==> config.mk <==
export PLATFORM = sky130hd
export DESIGN_NAME = raster_tx_retriever_flat
export DESIGN_NICKNAME = d
export VERILOG_FILES = /design/src/rtl/raster_tx_retriever_pkg.sv /design/src/rtl/raster_tx_retriever_if.sv /design/src/rtl/raster_tx_retriever_addr_counter.sv /design/src/rtl/raster_tx_retriever.sv /design/src/flat_wrapper.sv
export SDC_FILE = /design/constraint.sdc
export NUM_CORES = 1
export LEC_CHECK = 0
export CAP_MARGIN = 20
export CORE_MARGIN = 10
export CORE_UTILIZATION = 40
export DETAILED_ROUTE_END_ITERATION = 10
export GPL_TIMING_DRIVEN = 0
export PLACE_DENSITY = 0.65
export SYNTH_ARGS = -nofsm -noshare
export SYNTH_HDL_FRONTEND = slang
export SYNTH_SLANG_ARGS = --single-unit
==> constraint.sdc <==
create_clock -name clk -period 4.05 [get_ports clk]
set_input_delay 0.81 -clock clk [delete_from_list [all_inputs] [get_ports clk]]
set_output_delay 0.81 -clock clk [all_outputs]
set_load 0.005 [all_outputs]
==> src/rtl/raster_tx_retriever_pkg.sv <==
// Shared types for the raster transmit retriever.
// State encoding, default field widths and {row,col} packing.
package raster_tx_pkg;

    localparam int DEF_ROW_W  = 9;
    localparam int DEF_COL_W  = 9;
    localparam int DEF_DATA_W = 8;
    localparam int ADDR_W     = DEF_ROW_W + DEF_COL_W;

    typedef enum logic [2:0] {
        S_IDLE,
        S_READ,
        S_SEND,
        S_WAIT_TICK,
        S_ADVANCE,
        S_FINISH,
        S_CHKSUM
    } state_t;

    function automatic logic [ADDR_W-1:0] pack_addr(
        input logic [DEF_ROW_W-1:0] row,
        input logic [DEF_COL_W-1:0] col
    );
        return {row, col};
    endfunction

endpackage

==> src/rtl/raster_tx_retriever_if.sv <==
// RAM read port and UART transmit handshake of the retriever.
// master = retriever side, slave = RAM/transmitter side.
interface raster_tx_retriever_if #(
    parameter int ADDR_W = 18,
    parameter int DATA_W = 8
);
    logic [ADDR_W-1:0] address;
    logic [DATA_W-1:0] mem_q;
    logic [DATA_W-1:0] tx_data;
    logic              tx_wen;
    logic              tx_tick;

    modport master (
        output address, tx_data, tx_wen,
        input  mem_q, tx_tick
    );

    modport slave (
        input  address, tx_data, tx_wen,
        output mem_q, tx_tick
    );
endinterface

==> src/rtl/raster_tx_retriever_addr_counter.sv <==
// Row/column walker: load, raster step, last-address and range compare.
// Fields are stepped independently; column wraps to the start column.
module raster_addr_counter #(
    parameter int ROW_W = 9,
    parameter int COL_W = 9
) (
    input  logic                   clk,
    input  logic                   rst_n,
    input  logic                   load,
    input  logic                   step,
    input  logic [ROW_W+COL_W-1:0] start_address,
    input  logic [ROW_W+COL_W-1:0] end_address,
    output logic [ROW_W+COL_W-1:0] address,
    output logic                   is_last,
    output logic                   range_bad
);
    logic [ROW_W-1:0] row;
    logic [ROW_W-1:0] end_row;
    logic [COL_W-1:0] col;
    logic [COL_W-1:0] start_col;
    logic [COL_W-1:0] end_col;

    assign range_bad =
        (start_address[ROW_W+COL_W-1:COL_W] > end_address[ROW_W+COL_W-1:COL_W]) ||
        (start_address[COL_W-1:0] > end_address[COL_W-1:0]);

    assign is_last = (row == end_row) && (col == end_col);
    assign address = {row, col};

    // Capture region bounds at start, then walk columns within rows.
    always_ff @(posedge clk or negedge rst_n) begin
        if (!rst_n) begin
            row       <= '0;
            col       <= '0;
            start_col <= '0;
            end_row   <= '0;
            end_col   <= '0;
        end else if (load) begin
            start_col <= start_address[COL_W-1:0];
            end_row   <= end_address[ROW_W+COL_W-1:COL_W];
            end_col   <= end_address[COL_W-1:0];
            if (!range_bad) begin
                row <= start_address[ROW_W+COL_W-1:COL_W];
                col <= start_address[COL_W-1:0];
            end
        end else if (step) begin
            if (col == end_col) begin
                col <= start_col;
                row <= row + 1'b1;
            end else begin
                col <= col + 1'b1;
            end
        end
    end
endmodule

==> src/rtl/raster_tx_retriever.sv <==
// Feeds bytes of a 2-D RAM region to the UART, one per transmit tick.
// Optional trailing checksum byte: RASTER_TX_RETRIEVER_CHECKSUM_EN.
module raster_tx_retriever
    import raster_tx_pkg::*;
#(
    parameter int ROW_W   = DEF_ROW_W,
    parameter int COL_W   = DEF_COL_W,
    parameter int DATA_W  = DEF_DATA_W,
    parameter int MEM_LAT = 2
) (
    input  logic                   clk,
    input  logic                   rst_n,
    input  logic                   start,
    input  logic [ROW_W+COL_W-1:0] start_address,
    input  logic [ROW_W+COL_W-1:0] end_address,
    raster_tx_retriever_if.master  bus,
    output logic                   busy,
    output logic                   done,
    output logic                   range_err
);
    state_t            state;
    logic [2:0]        cnt;
    logic [DATA_W-1:0] tx_data_q;
    logic              tx_wen_q;
    logic              load;
    logic              step;
    logic              is_last;
    logic              range_bad;
`ifdef RASTER_TX_RETRIEVER_CHECKSUM_EN
    logic [DATA_W-1:0] sum;
    logic              chk_sent;
`endif

    assign load        = (state == S_IDLE) && start;
    assign step        = (state == S_ADVANCE);
    assign bus.tx_data = tx_data_q;
    assign bus.tx_wen  = tx_wen_q;

    raster_addr_counter #(
        .ROW_W (ROW_W),
        .COL_W (COL_W)
    ) u_addr (
        .clk           (clk),
        .rst_n         (rst_n),
        .load          (load),
        .step          (step),
        .start_address (start_address),
        .end_address   (end_address),
        .address       (bus.address),
        .is_last       (is_last),
        .range_bad     (range_bad)
    );

    // Sequencer: read, send, wait for tick, advance; outputs registered.
    always_ff @(posedge clk or negedge rst_n) begin
        if (!rst_n) begin
            state     <= S_IDLE;
            cnt       <= '0;
            tx_data_q <= '0;
            tx_wen_q  <= 1'b0;
            busy      <= 1'b0;
            done      <= 1'b0;
            range_err <= 1'b0;
`ifdef RASTER_TX_RETRIEVER_CHECKSUM_EN
            sum       <= '0;
            chk_sent  <= 1'b0;
`endif
        end else begin
            tx_wen_q <= 1'b0;
            done     <= 1'b0;
            unique case (state)
                S_IDLE: begin
                    if (start) begin
                        range_err <= range_bad;
                        cnt       <= '0;
                        busy      <= 1'b1;
`ifdef RASTER_TX_RETRIEVER_CHECKSUM_EN
                        sum       <= '0;
                        chk_sent  <= 1'b0;
`endif
                        if (range_bad) begin
                            state <= S_FINISH;
                            done  <= 1'b1;
                        end else begin
                            state <= S_READ;
                        end
                    end
                end
                S_READ: begin
                    if (cnt == 3'(MEM_LAT - 1)) begin
                        tx_data_q <= bus.mem_q;
                        tx_wen_q  <= 1'b1;
                        cnt       <= '0;
                        state     <= S_SEND;
`ifdef RASTER_TX_RETRIEVER_CHECKSUM_EN
                        sum       <= sum + bus.mem_q;
`endif
                    end else begin
                        cnt <= cnt + 3'd1;
                    end
                end
                S_SEND: begin
                    state <= S_WAIT_TICK;
                end
                S_WAIT_TICK: begin
                    if (bus.tx_tick) begin
                        if (is_last) begin
`ifdef RASTER_TX_RETRIEVER_CHECKSUM_EN
                            if (!chk_sent) begin
                                state <= S_CHKSUM;
                            end else begin
                                state <= S_FINISH;
                                done  <= 1'b1;
                            end
`else
                            state <= S_FINISH;
                            done  <= 1'b1;
`endif
                        end else begin
                            state <= S_ADVANCE;
                        end
                    end
                end
                S_ADVANCE: begin
                    cnt   <= '0;
                    state <= S_READ;
                end
                S_FINISH: begin
                    busy  <= 1'b0;
                    state <= S_IDLE;
                end
`ifdef RASTER_TX_RETRIEVER_CHECKSUM_EN
                S_CHKSUM: begin
                    tx_data_q <= sum;
                    tx_wen_q  <= 1'b1;
                    chk_sent  <= 1'b1;
                    state     <= S_SEND;
                end
`endif
                default: begin
                    busy  <= 1'b0;
                    state <= S_IDLE;
                end
            endcase
        end
    end
endmodule

==> src/flat_wrapper.sv <==
// flat-port wrapper written by rule: the top's interface ports become plain ports
module raster_tx_retriever_flat import raster_tx_pkg::*;
#(
    parameter int ROW_W   = DEF_ROW_W,
    parameter int COL_W   = DEF_COL_W,
    parameter int DATA_W  = DEF_DATA_W,
    parameter int MEM_LAT = 2
)
  (clk, rst_n, start, start_address, end_address, busy, done, range_err, bus_address, bus_tx_data, bus_tx_wen, bus_mem_q, bus_tx_tick);
  raster_tx_retriever_if #(.ADDR_W(18), .DATA_W(DATA_W)) bus_i ();
  input  logic clk;
  input  logic rst_n;
  input  logic start;
  input  logic [ROW_W+COL_W-1:0] start_address;
  input  logic [ROW_W+COL_W-1:0] end_address;
  output logic busy;
  output logic done;
  output logic range_err;
  output wire logic [$bits(bus_i.address)-1:0] bus_address;
  output wire logic [$bits(bus_i.tx_data)-1:0] bus_tx_data;
  output wire logic [$bits(bus_i.tx_wen)-1:0] bus_tx_wen;
  input wire logic [$bits(bus_i.mem_q)-1:0] bus_mem_q;
  input wire logic [$bits(bus_i.tx_tick)-1:0] bus_tx_tick;
  assign bus_address = bus_i.address;
  assign bus_tx_data = bus_i.tx_data;
  assign bus_tx_wen = bus_i.tx_wen;
  assign bus_i.mem_q = bus_mem_q;
  assign bus_i.tx_tick = bus_tx_tick;
  raster_tx_retriever #(.ROW_W(ROW_W), .COL_W(COL_W), .DATA_W(DATA_W), .MEM_LAT(MEM_LAT)) u_core (.clk(clk), .rst_n(rst_n), .start(start), .start_address(start_address), .end_address(end_address), .bus(bus_i), .busy(busy), .done(done), .range_err(range_err));
endmodule
==> impl_metrics.tcl <==
set metrics [dict create \
    outcome "completed" \
    hold_viol 0 \
    placement_rows 34 \
    core_area_um2 8810 \
    drc 0 \
    drv_cap 0 \
    period_needed_ns 2.92 \
    antennaDiodeCount 0 \
    grt_max_degree 64 \
    slowest_delay_ns 0.45 \
    firstDrtPassIters 4 \
    crit_fanout 9 \
    vdd_ir_drop_max_uv 280 \
    relSlewSlack 0.459 \
    leakage_nw 2.18 \
    clkSlewWorstSetupHoldPaths_ns 0.06 \
    synth_area_per_cell_um2 8.77 \
    cts_tree "yes" \
    grt_overflow 0 \
    cts_buffers 9 \
    postSynthRegisterBits 63 \
    grt_use_total 0.160 \
    clock_latency_ns 0.34 \
    final_nets 572 \
    ant_nets 0 \
    die_w_um 115 \
    skew_ns 0.00448 \
    worst_slew_pin_slew_ns 0.812 \
    fp.dieH_um 115 \
    cts_buffer_depth 2 \
    final_cell_mix "nand2_1 (93), clkdlybuf4s50_1 (76), dfrtp_1 (63)" \
    io_buffers 77 \
    htreeDepth 3 \
    fillCellCount 835 \
    final_cells 615 \
    vias 3309 \
    setup_viol 0 \
    start_kind "input pin" \
    drtIter0Drc 144 \
    drive_gt1_frac 0.0572 \
    dpl.cell_count 601 \
    placed_cell_area_um2 4550 \
    hold_buffers 0 \
    grt_pass1_wl_um 17000 \
    synth_cell_types 50 \
    wirelength_um 10500 \
    grt_setup_unrepaired "false" \
    post-route-util 0.535 \
    critical_path_required_ns 4.28 \
    netlist_instances 416 \
    synth_ff_type "dfrtp_1" \
    hold_slack_ns 0.474 \
    fmax_ghz 0.342 \
    clock-sinks 63 \
    tns_ns 0 \
    critPathSlowestCell "clkdlybuf4s50_1" \
    syn_nets 484 \
    syn_area_um2 3650 \
    ys_seq_area_frac 0.432 \
    cp.arrival_ns 3.15 \
    synth_edf_count 0 \
    yosysWarnings 0 \
    final_common_cell "nand2_1" \
    dp_hpwl_um 7770 \
    wire_per_inst_um 17.0 \
    synth_area_leaders "dfrtp_1 (43%), nand2_1 (9.6%), ha_1 (6.9%)" \
    register_area_um2 1580 \
    async_reset_ff_frac 1.00 \
    routed_via_density 5.38 \
    syn2layout_area_growth_pct 29.3 \
    antenna_found_initial 0 \
    path_cells "clkdlybuf4s50_1 > inv_1 > ha_1 > nand4_1 > o221ai_1 > a21oi_1 > nor2_1 > o31a_1 > buf_6 > mux2_2" \
    grt_pass1_vias 3396 \
    powerDensity_nw_per_um2 634 \
    worst_setup_path_end_kind "flop" \
    ios 78 \
    timing.final.crit_share 0.721 \
    synth_top_area_cell "dfrtp_1" \
    multi_input_area_um2 1890 \
    hold_path_class "flop to flop" \
    die-area_um2 13300 \
    worstSetupPathType "input pin to flop" \
    cts_resized 0 \
    root_buffer "clkbuf_8" \
    yosys.area.top_type_share 0.432 \
    postCtsSetupRepairBufs 0 \
    design_area_um2 4710 \
    start_util 0.414 \
    slew_violations 0 \
    globalplace.congestion 0.858 \
]
==> metal layers <==
| layer | global-route usage | up-vias | part of all wire |
|---|---|---|---|
| met5 | 0 | - | 0 |
| met4 | 0.0726 | 0 | 0.013 |
| met3 | 0.0419 | 13 | 0.066 |
| met2 | 0.248 | 83 | 0.46 |
| met1 | 0.206 | 1587 | 0.46 |
| li1 | - | 1626 | - |
==> area by class of cell <==
class                   instances  area share
multi-input cells             309       0.402
flip-flops and latches         63       0.334
repair buffers                 77       0.163
clock buffers                  13      0.0337
well taps                     108      0.0287
inverters                      26      0.0207
plain buffers                  18      0.0170
clock inverters                 1     0.00106
==> synthesized netlist by cell type (all sizes together), types with 2 or more instances <==
master and number:
nand3 19, clkbuf 9, and4 2, and2 2
nor2 15, nor4 6, o211ai 11, ha 20
o31a 2, nor2b 2, o2bb2ai 5, a21oi 23
nor3 12, mux2 9, dfrtp 63, inv 25
or2 2, a211o 2, nand2 93, xnor2 6
nand2b 2, buf 9, o21ai 32, o221ai 4
xor2 19, o311ai 3, nand4 5, o31ai 2
==> state kept, by name, indices dropped and copies added (netlist names) <==
signal                   flops
u_core.u_addr.col            9
u_core.bus.tx_data           8
u_core.done                  1
u_core.range_err             1
u_core.u_addr.row            9
u_core.busy                  1
u_core.u_addr.end_col        9
u_core.state                 3
u_core.u_addr.start_col      9
u_core.u_addr.end_row        9
u_core.cnt                   3
u_core.bus.tx_wen            1
==> where the power goes <==
part	switching, mW	total (mW)	leakage, nW	internal [mW]
logic	0.683	1.35	1.31	0.668
clock network	0.231	0.480	0.0854	0.248
registers	0.254	1.16	0.784	0.905
total	1.17	2.99	2.18	1.82
==> cell families (layout without fill, tap and decap cells) <==
kind of cell,Yosys count,in the layout,share of synthesized area
AOI/OAI and AO/OA,91,91,0.157
DFF,63,63,0.432
buffers and inverters,44,135,0.0487
muxes,10,10,0.0305
and+or+nand+nor,163,163,0.203
adders and majority gates,20,20,0.0686
xor gates and xnor gates,25,25,0.0600
==> final timing paths <==
check | cells after the start | start | slack [ns] | endpoint
worst max-delay path | 10 | end_address[8] | 1.13 | u_core.u_addr.col[7]
worst min-delay path | 2 | u_core.u_addr.start_col[6] | 0.47 | u_core.u_addr.start_col[6]
worst max register to register | 6 | u_core.u_addr.col[0] | 1.80 | u_core.u_addr.col[1]
worst min register to register | 2 | u_core.u_addr.start_col[6] | 0.47 | u_core.u_addr.start_col[6]
max in group asynchronous | 1 | rst_n | 2.96 | u_core.u_addr.col[3]
min in group asynchronous | 1 | rst_n | 0.56 | u_core.u_addr.end_row[5]
==> critical path, delay by kind of cell <==
family | cells | cell delay, ns
AO/OA/AOI/OAI | 3 | 0.56
buffers and inverters | 3 | 0.68
multiplexers | 1 | 0.34
adder cells (fa/ha/maj) | 1 | 0.31
AND/OR/NAND/NOR | 2 | 0.42
==> per-stage QoR <==
step           power, mW  worst slack, ns
2_1_floorplan       1.93             1.56
3_3_place_gp        2.49           0.0253
3_5_place_dp        2.53            0.778
4_1_cts             3.02             1.12
5_1_grt             3.25             1.02
6_report            2.99             1.13
Power figures use the tool's default switching activity.
